### src/rtl/imx_sync_pattern_gen.sv
// Multi-lane Sony IMX sensor timing generator: vsync/hsync plus per-lane bytes carrying
// the 7F/80/00/40 row header followed by a selectable payload pattern.
module imx_sync_pattern_gen #(
    parameter int LANE_WIDTH = 8,
    parameter int CNT_WIDTH  = 16
) (
    input  logic                    i_clk,
    input  logic                    i_rst_n,
    input  logic                    i_enable,
    input  logic                    i_free_run,
    input  logic                    i_trigger,
    input  logic [1:0]              i_pattern,
    input  logic [CNT_WIDTH-1:0]    i_vs_low,
    input  logic [CNT_WIDTH-1:0]    i_rows,
    input  logic [CNT_WIDTH-1:0]    i_hs_low,
    input  logic [CNT_WIDTH-1:0]    i_row_len,
    input  logic [CNT_WIDTH-1:0]    i_row_delay,
    output logic                    o_vs,
    output logic                    o_hs,
    output logic [8*LANE_WIDTH-1:0] o_data,
    output logic                    o_busy,
    output logic                    o_frame_start,
    output logic                    o_frame_done,
    output logic                    o_trig_overrun,
    output logic [CNT_WIDTH-1:0]    o_row_count
);

    typedef enum logic [1:0] {
        ST_IDLE,
        ST_VBLANK,
        ST_HBLANK,
        ST_ROW
    } state_e;

    typedef struct packed {
        logic [CNT_WIDTH-1:0] vs_low;
        logic [CNT_WIDTH-1:0] rows;
        logic [CNT_WIDTH-1:0] hs_low;
        logic [CNT_WIDTH-1:0] row_len;
        logic [CNT_WIDTH-1:0] row_delay;
        logic [1:0]           pattern;
    } cfg_t;

    localparam logic [CNT_WIDTH-1:0] ONE      = CNT_WIDTH'(1);
    localparam logic [CNT_WIDTH:0]   HDR_BEATS = (CNT_WIDTH+1)'(4);

    function automatic logic [CNT_WIDTH-1:0] at_least_one(input logic [CNT_WIDTH-1:0] v);
        return (v == '0) ? ONE : v;
    endfunction

    function automatic logic [7:0] header_byte(input logic [1:0] idx);
        case (idx)
            2'd0:    return 8'h7F;
            2'd1:    return 8'h80;
            2'd2:    return 8'h00;
            default: return 8'h40;
        endcase
    endfunction

    state_e                  state_q, state_d;
    cfg_t                    cfg_q, cfg_d;
    logic [CNT_WIDTH-1:0]    cnt_q, cnt_d;
    logic [CNT_WIDTH-1:0]    row_cnt_q, row_cnt_d;
    logic                    vs_q, vs_d;
    logic                    hs_q, hs_d;
    logic                    busy_q, busy_d;
    logic                    start_q, start_d;
    logic                    done_q, done_d;
    logic                    overrun_q, overrun_d;
    logic [8*LANE_WIDTH-1:0] data_q, data_d;

    // Row-phase decode of the cycle about to be presented on the outputs.
    logic [CNT_WIDTH:0]      c_ext, hdr_start, pay_start;
    logic [1:0]              hdr_idx;
    logic [7:0]              beat_byte;
    logic [7:0]              common_byte;
    logic                    in_payload;

    // NOTE: every variable driven here gets a default first, so no path leaves one unassigned (no latches).
    always_comb begin
        state_d   = state_q;
        cfg_d     = cfg_q;
        cnt_d     = cnt_q;
        row_cnt_d = row_cnt_q;
        start_d   = 1'b0;
        done_d    = 1'b0;
        overrun_d = i_trigger && busy_q;

        case (state_q)
            ST_IDLE: begin
                if (i_enable && (i_free_run || i_trigger)) begin
                    state_d = ST_VBLANK;
                end
            end
            ST_VBLANK: begin
                if (cnt_q == cfg_q.vs_low - ONE) begin
                    state_d = ST_HBLANK;
                    cnt_d   = '0;
                end else begin
                    cnt_d = cnt_q + ONE;
                end
            end
            ST_HBLANK: begin
                if (cnt_q == cfg_q.hs_low - ONE) begin
                    state_d = ST_ROW;
                    cnt_d   = '0;
                end else begin
                    cnt_d = cnt_q + ONE;
                end
            end
            ST_ROW: begin
                if (cnt_q == cfg_q.row_len - ONE) begin
                    cnt_d     = '0;
                    row_cnt_d = row_cnt_q + ONE;
                    if (row_cnt_q == cfg_q.rows - ONE) begin
                        done_d  = 1'b1;
                        state_d = (i_enable && i_free_run) ? ST_VBLANK : ST_IDLE;
                    end else begin
                        state_d = ST_HBLANK;
                    end
                end else begin
                    cnt_d = cnt_q + ONE;
                end
            end
            default: state_d = ST_IDLE;
        endcase

        // Any entry into VBLANK starts a new frame and snapshots the configuration.
        if (state_d == ST_VBLANK && state_q != ST_VBLANK) begin
            cnt_d             = '0;
            row_cnt_d         = '0;
            start_d           = 1'b1;
            cfg_d.vs_low      = at_least_one(i_vs_low);
            cfg_d.rows        = at_least_one(i_rows);
            cfg_d.hs_low      = at_least_one(i_hs_low);
            cfg_d.row_len     = at_least_one(i_row_len);
            cfg_d.row_delay   = i_row_delay;
            cfg_d.pattern     = i_pattern;
        end

        vs_d   = (state_d == ST_HBLANK) || (state_d == ST_ROW);
        hs_d   = (state_d == ST_ROW);
        busy_d = (state_d != ST_IDLE);
    end

    // Widened by one bit so row_delay near full scale cannot wrap the header window.
    always_comb begin
        c_ext       = {1'b0, cnt_d};
        hdr_start   = {1'b0, cfg_d.row_delay};
        pay_start   = hdr_start + HDR_BEATS;
        hdr_idx     = cnt_d[1:0] - cfg_d.row_delay[1:0];
        beat_byte   = c_ext[7:0] - pay_start[7:0];
        in_payload  = 1'b0;
        common_byte = 8'h00;

        if (c_ext < hdr_start) begin
            common_byte = 8'h00;
        end else if (c_ext < pay_start) begin
            common_byte = header_byte(hdr_idx);
        end else begin
            in_payload = 1'b1;
            case (cfg_d.pattern)
                2'd1:    common_byte = beat_byte;
                2'd3:    common_byte = row_cnt_d[7:0];
                default: common_byte = 8'h00;
            endcase
        end

        data_d = '0;
        if (state_d == ST_ROW) begin
            for (int k = 0; k < LANE_WIDTH; k++) begin
                data_d[8*k +: 8] = (in_payload && cfg_d.pattern == 2'd2) ? 8'(k) : common_byte;
            end
        end
    end

    // NOTE: sequential state uses non-blocking assignments so every register samples pre-edge values.
    always_ff @(posedge i_clk) begin
        if (!i_rst_n) begin
            // NOTE: the config snapshot is reset too, keeping post-reset behaviour fully deterministic.
            state_q   <= ST_IDLE;
            cfg_q     <= '0;
            cnt_q     <= '0;
            row_cnt_q <= '0;
            vs_q      <= 1'b0;
            hs_q      <= 1'b0;
            busy_q    <= 1'b0;
            start_q   <= 1'b0;
            done_q    <= 1'b0;
            overrun_q <= 1'b0;
            data_q    <= '0;
        end else begin
            state_q   <= state_d;
            cfg_q     <= cfg_d;
            cnt_q     <= cnt_d;
            row_cnt_q <= row_cnt_d;
            vs_q      <= vs_d;
            hs_q      <= hs_d;
            busy_q    <= busy_d;
            start_q   <= start_d;
            done_q    <= done_d;
            overrun_q <= overrun_d;
            data_q    <= data_d;
        end
    end

    assign o_vs           = vs_q;
    assign o_hs           = hs_q;
    assign o_data         = data_q;
    assign o_busy         = busy_q;
    assign o_frame_start  = start_q;
    assign o_frame_done   = done_q;
    assign o_trig_overrun = overrun_q;
    assign o_row_count    = row_cnt_q;

endmodule
### config.mk
export PLATFORM = sky130hd
export DESIGN_NAME = imx_sync_pattern_gen
export DESIGN_NICKNAME = d
export VERILOG_FILES = /design/src/rtl/imx_sync_pattern_gen.sv
export SDC_FILE = /design/constraint.sdc
export NUM_CORES = 1
export LEC_CHECK = 0
export CAP_MARGIN = 20
export CORE_ASPECT_RATIO = 1.4
export CORE_MARGIN = 2
export CORE_UTILIZATION = 45
export CTS_BUF_LIST = sky130_fd_sc_hd__clkbuf_2 sky130_fd_sc_hd__clkbuf_4 sky130_fd_sc_hd__clkbuf_8
export DETAILED_ROUTE_END_ITERATION = 7
export GPL_TIMING_DRIVEN = 0
export PLACE_DENSITY = 0.73
export SLEW_MARGIN = 20
export SYNTH_ARGS = -nofsm -noshare
export SYNTH_HDL_FRONTEND = slang
export SYNTH_SLANG_ARGS = --single-unit
### constraint.sdc
create_clock -name i_clk -period 6.7 [get_ports i_clk]
set_input_delay 0.67 -clock i_clk [delete_from_list [all_inputs] [get_ports i_clk]]
set_output_delay 0.67 -clock i_clk [all_outputs]
set_load 0.005 [all_outputs]
==> results.py, run 1 <==
metrics = {
    "run_status": {
        "outcome": "complete, no violations",
    },
    "layout": {
        "diodes": 0,
        "area_delta_synth_final_pct": 31.7,
        "drive_above_1_share": 0.133,
        "design_area_um2": 11900,
        "fin_nets": 1384,
        "final_util": 0.604,
    },
    "timing": {
        "max_freq_mhz": 157,
        "hold_ws_ps": 505,
        "worst_pin_slew_ps": 683,
        "hold_viol": 0,
        "drv_slew": 0,
        "setup_viol": 0,
        "fin_skew_ps": 14.2,
        "fin_crit_sh": 0.948,
        "relSlewSlack": 0.540,
        "finalCriticalPeriod_ps": 6350,
        "setup-tns-final_ps": 0,
    },
    "placement": {
        "placed_cell_area_um2": 11100,
        "numPortBuffers": 172,
        "dp_hpwl_um": 20000,
        "gp_congestion": 0.907,
    },
    "setup_path": {
        "crit_start": "cfg_q[27]",
        "arrival_ps": 6710,
        "critPathCaptureType": "register",
        "setup.worst_path.start_class": "register",
        "crit_type": "reg2reg",
        "reg2reg_slack_ps": 350,
        "crit_path_end": "o_data[62]",
        "regToRegEndpoint": "o_data[62]",
        "critPathRequiredTime_ps": 7060,
        "cp_max_fo": 10,
        "worstReg2RegStart": "cfg_q[27]",
        "reg2reg_depth": 27,
    },
    "global_routing": {
        "overflow": 0,
        "grt_max_degree": 20,
        "grt_pass1_wl_um": 40400,
        "grt_util_all_layers": 0.242,
        "antenna_found_initial": 0,
        "first_global_vias": 8157,
    },
    "cts": {
        "clock_latency_ps": 470,
        "postCtsHoldBufs": 0,
        "htreeDepth": 4,
        "tritoncts": "built",
        "cts_sinks": 133,
        "clk_pin_slew_ps": 80,
        "clk_path_buf_depth": 2,
        "root_buffer": "clkbuf_8",
        "cts_made_buffers": 17,
    },
    "drt": {
        "drt_pass1_iterations": 6,
        "wl_per_cell_um": 16.9,
        "finalWirelength_um": 25800,
        "drc_errors": 0,
        "ant_nets": 0,
        "drt_iter0_drc": 578,
        "vias": 8618,
        "routed_via_density": 5.66,
    },
    "yosys": {
        "yosys-top-cells-area": "dfxtp_1 29%, a22o_1 6.2%, xor2_1 5.9%",
        "ys_types": 82,
        "synthesis.nets": 1176,
        "async_flop_share": 0,
        "yosysSeqAreaShare": 0.294,
        "synth_top_area_cell": "dfxtp_1",
        "synth_area_um2": 9060,
        "ys_seq_elements": 133,
        "avgSynthCellArea_um2": 8.63,
        "synthFlopType": "dfxtp_1",
        "yosysWarnings": 0,
        "synth_edf_count": 0,
        "synth.top_cell.area_share": 0.294,
        "syn-instance-count": 1049,
    },
    "hold_path": {
        "min_from": "cfg_q[49]",
        "min_path_type": "reg2reg",
    },
    "floorplan": {
        "ioPinCount": 173,
        "dieHeight_um": 172,
        "design.core.area_um2": 19800,
        "initial_core_util": 0.458,
        "die-width_um": 124,
        "dieArea_um2": 21300,
        "num_rows": 61,
    },
    "run": {
        "maxCapViolCount": 0,
    },
    "power": {
        "total_leakage_power_uw": 0.00481,
        "p_total_uw": 2280,
        "ir_worst_vdd_uv": 117,
        "p_per_area_nw_per_um2": 191,
    },
}
-- how the worst min path moves through the flow --
stage,end,slack [ps],cells past startpoint
3_5_place_dp,cfg_q[65],490,1
2_1_floorplan,cfg_q[65],470,1
3_3_place_gp,cfg_q[33],490,1
6_report,cfg_q[49],510,1
4_1_cts,cfg_q[65],510,1
5_1_grt,cfg_q[81],520,1
-- stage by stage --
stage | cells | setup WS (ps)
2_1_floorplan | 1049 | 488
3_3_place_gp | 1473 | -1030
3_5_place_dp | 1473 | -1070
4_1_cts | 1504 | 0.322
5_1_grt | 1522 | -31.0
6_report | 1522 | 349
-- power breakdown --
part | internal [µW] | switching (µW)
Sequential | 831 | 53.0
Combinational | 283 | 312
Clock | 453 | 344
-- registers in the layout, summed over array words and instances (netlist names) --
signal / flops
cfg_q: 82
o_busy: 1
o_vs: 1
o_hs: 1
cnt_q: 16
o_trig_overrun: 1
state_q: 2
o_frame_done: 1
o_frame_start: 1
o_data: 11
o_row_count: 16
-- cell usage in the layout, fill, tap and decap left out, types with 6 or more instances in the layout --
master	netlist	routed
and3_1	22	22
mux2i_1	24	20
clkdlybuf4s50_1	0	172
o211ai_1	10	10
a31oi_1	10	10
nor4_1	35	32
buf_4	55	73
nand4_1	10	10
a211o_1	6	6
nor2_1	79	79
and2_1	23	23
a21oi_1	23	23
xor2_1	61	61
clkbuf_1	35	34
nand3_1	34	34
and4_1	6	6
nor2b_1	25	25
clkbuf_8	0	17
o21ai_0	24	23
or4_1	9	9
nand2_1	48	48
or3_1	9	9
dfxtp_1	133	133
xnor2_1	55	55
ha_1	39	38
inv_1	30	28
a211oi_2	1	6
a211oi_1	14	8
nand2b_1	13	13
a22o_1	64	64
o21a_1	7	7
nor3_1	30	29
buf_6	8	8
-- cells in the mapped netlist (all sizes together), types with 7 or more instances --
cell type  instances
dfxtp            133
nor2              79
buf               73
a22o              64
xor2              61
xnor2             55
nand2             48
ha                39
nor4              36
clkbuf            35
nand3             34
nor3              31
inv               30
nor2b             25
o21ai             25
a21oi             24
and2              24
mux2i             24
and3              22
a211oi            15
nand2b            13
or4               12
a31oi             10
nand4             10
o211ai            10
or3               10
o21a               7
-- repair_timing --
item                       CTS  global route
setup endpoints to repair   11            11
cloned                       0             1
setup buffers                0            19
pin swaps                    0            18
resized for setup           14            31
-- cells by family after synthesis --
| logic type | share of synthesized area |
|---|---|
| AOI/OAI and AO/OA | 0.189 |
| xor gates and xnor gates | 0.112 |
| adders and majority gates | 0.0561 |
| buffers and inverters | 0.0876 |
| DFF | 0.294 |
| muxes | 0.0319 |
| and+or+nand+nor | 0.229 |
-- worst max-delay path, cell delays in order, from the launching register on --
cell and delay, ps:
dfxtp_1 380, or4_4 560, or4_4 510, a2111oi_4 410
o2111ai_2 180, nor3_2 300, a21oi_2 140, a211oi_4 390
buf_12 170, mux2i_4 90, inv_2 80, ha_4 160
nand3_1 80, or2_4 280, nor3_4 220, a41o_1 210
xor2_1 160, ha_1 250, o21a_1 100, o21ai_1 110
nand2b_1 80, inv_1 50, a31oi_1 40, or3_1 400
o211ai_1 270, mux2i_4 170, buf_6 180, a211oi_1 260
-- final cells by class --
cell class / instances / area (µm²)
flip-flops and latches: 133 / 2660
repair buffers: 192 / 1890
multi-input cells: 778 / 5810
clock buffers: 18 / 241
inverters: 30 / 113
clock inverters: 14 / 224
well taps: 252 / 315
fillers: 1755 / 7840
plain buffers: 105 / 679
-- per-layer routing --
layer	wire length [µm]	track usage	vias up
met4	778	0.0972	0
met3	1280	0.0379	69
met2	13500	0.445	280
met1	10200	0.275	4068
li1	-	-	4201
met5	0	0	-
No activity file was read; power rests on OpenSTA's default activity.
==> run 2, diff against run 1 <==
--- a/config.mk
+++ b/config.mk
@@ -5,12 +5,13 @@
 export SDC_FILE = /design/constraint.sdc
 export NUM_CORES = 1
 export LEC_CHECK = 0
-export CAP_MARGIN = 20
+export CAP_MARGIN = 40
 export CORE_ASPECT_RATIO = 1.4
 export CORE_MARGIN = 2
 export CORE_UTILIZATION = 45
 export CTS_BUF_LIST = sky130_fd_sc_hd__clkbuf_2 sky130_fd_sc_hd__clkbuf_4 sky130_fd_sc_hd__clkbuf_8
 export DETAILED_ROUTE_END_ITERATION = 7
+export GPL_ROUTABILITY_DRIVEN = 0
 export GPL_TIMING_DRIVEN = 0
 export PLACE_DENSITY = 0.73
 export SLEW_MARGIN = 20
==> results of run 2 <==
The final DEF is identical to that of run 1; final timing and power are the same.
==> run 3, diff against run 2 <==
--- a/config.mk
+++ b/config.mk
@@ -13,7 +13,7 @@
 export DETAILED_ROUTE_END_ITERATION = 7
 export GPL_ROUTABILITY_DRIVEN = 0
 export GPL_TIMING_DRIVEN = 0
-export PLACE_DENSITY = 0.73
+export PLACE_DENSITY = 0.82
 export SLEW_MARGIN = 20
 export SYNTH_ARGS = -nofsm -noshare
 export SYNTH_HDL_FRONTEND = slang
==> run 3 against run 2 <==
- clock skew rose by 6.4 ps
- die area did not move
- clock power fell by 4.1%
- non-clock buffer count fell by 1
- via count rose by 2.6%
- hold slack got worse by 1.1 ps
- largest power group unchanged
- combinational power rose by 2%
- total power fell by 0.74%
- cell area rose by 0.37%
==> results.py, run 3 (synthesis results as in run 1) <==
metrics = {
    "run_status": {
        "outcome": "complete, no violations",
    },
    "timing": {
        "drv_slew": 0,
        "worst_pin_slew_ps": 635,
        "rsz0062_at_grt": "yes",
        "hold_viol": 0,
        "fin_crit_sh": 0.980,
        "setup_ws_ps": 132,
        "hold_ws_ps": 504,
        "relSlewSlack": 0.573,
        "fin_skew_ps": 20.6,
        "finalCriticalPeriod_ps": 6570,
        "max_freq_mhz": 152,
        "setup_viol": 0,
    },
    "drt": {
        "wl_met3_um": 1450,
        "finalWirelength_um": 26700,
        "ant_nets": 0,
        "routed_via_density": 5.81,
        "dr.max_layer_used": "met4",
        "drt_iter0_drc": 711,
        "wl_per_cell_um": 17.6,
        "drt_pass1_iterations": 5,
        "drc_errors": 0,
        "wl_met2_um": 14000,
        "vias": 8839,
        "wl_met1_um": 10300,
    },
    "global_routing": {
        "grt_max_degree": 20,
        "antenna_found_initial": 0,
        "first_global_vias": 8518,
        "grt_util_all_layers": 0.243,
        "grt_pass1_wl_um": 41000,
        "overflow": 0,
    },
    "run": {
        "maxCapViolCount": 0,
    },
    "floorplan": {
        "die-width_um": 124,
        "dieHeight_um": 172,
        "num_rows": 61,
        "initial_core_util": 0.458,
        "dieArea_um2": 21300,
        "ioPinCount": 173,
        "design.core.area_um2": 19800,
    },
    "layout": {
        "area_delta_synth_final_pct": 32.2,
        "final_cell_mix": "172 x clkdlybuf4s50_1, 130 x dfxtp_1, 79 x nor2_1",
        "fin_cells": 1521,
        "multi_input_area_um2": 5870,
        "seq_area_um2": 2670,
        "fin_nets": 1383,
        "final_common_cell": "clkdlybuf4s50_1",
        "largest_reg_flops": 82,
        "fillers": 1675,
        "diodes": 0,
        "top_register": "cfg_q",
        "drive_above_1_share": 0.139,
    },
    "setup_path": {
        "worst-path-buf-inv": 4,
        "critPathRequiredTime_ps": 7080,
        "crit_top_cell": "mux2i_4",
        "cpMaxStageDelayCell": "or4_1",
        "critPathTopFamily": "simple AND/OR/NAND/NOR gates",
        "cp_max_fo": 6,
        "critPathCaptureType": "register",
        "critPathMaxStageDelay_ps": 560,
        "setup.worst_path.start_class": "register",
        "arrival_ps": 6950,
        "crit_type": "reg2reg",
    },
    "placement": {
        "dp_hpwl_um": 19900,
        "numPortBuffers": 172,
        "dp.cells": 1473,
        "pre_cts_slack_ps": -1110,
    },
    "power": {
        "p_int_uw": 1520,
        "power_frac_seq": 0.393,
        "swShare": 0.328,
        "total_leakage_power_uw": 0.00482,
        "ir_worst_vdd_uv": 134,
        "power_switching_uw": 740,
        "combPwrFrac": 0.269,
        "clock_power_share": 0.338,
        "p_per_area_nw_per_um2": 189,
    },
    "cts": {
        "clock_latency_ps": 480,
        "cts_made_buffers": 17,
        "clk_pin_slew_ps": 90,
        "root_buffer": "clkbuf_8",
        "tritoncts": "built",
        "postCtsHoldBufs": 0,
        "clk_path_buf_depth": 2,
        "htreeDepth": 4,
        "cts_sinks": 133,
    },
    "hold_path": {
        "min_path_type": "reg2reg",
    },
}
[run 3: power groups by stage]
stage | clock, µW | sequential, µW | combinational, µW
final | 764 | 887 | 608
after global routing | 795 | 893 | 664
after CTS | 767 | 881 | 555
after detailed placement | 0 | 899 | 539
after global placement | 0 | 897 | 527
after floorplan | 0 | 883 | 390
[run 3: path summary, 6_finish.rpt]
| path | start | endpoint | slack [ps] | depth (start not counted) |
|---|---|---|---|---|
| hold / removal | cfg_q[27] | cfg_q[27] | 500 | 1 |
| hold reg to reg | cfg_q[27] | cfg_q[27] | 500 | 1 |
| setup / recovery | cfg_q[50] | o_data[59] | 130 | 30 |
| setup reg to reg | cfg_q[50] | o_data[59] | 130 | 30 |
[run 3: layer usage]
metal  vias up  track usage
met3        81       0.0327
met4         0        0.121
li1       4200            -
met1      4217        0.270
met2       341        0.446
met5         -            0
[run 3: area by class of cell]
| cell class | instances | share of cell area |
|---|---|---|
| multi-input cells | 778 | 0.490 |
| flip-flops and latches | 133 | 0.223 |
| repair buffers | 192 | 0.158 |
| plain buffers | 104 | 0.0563 |
| well taps | 252 | 0.0263 |
| clock buffers | 19 | 0.0218 |
| clock inverters | 13 | 0.0151 |
| inverters | 30 | 0.00940 |
[run 3: what timing repair did]
item	in CTS	in global routing
resized for setup	13	46
gates cloned	0	1
setup buffers	2	17
pin swaps	1	20
setup endpoints to repair	11	11
[run 3: per-stage QoR]
stage	utilization	total power (µW)	TNS, ps	cell area [µm²]
6_report	0.606	2260	0	12000
5_1_grt	0.606	2350	-609	12000
4_1_cts	0.588	2200	0	11600
3_5_place_dp	0.561	1440	-11180	11100
3_3_place_gp	0.561	1420	-9890	11100
2_1_floorplan	-	1270	0	9060
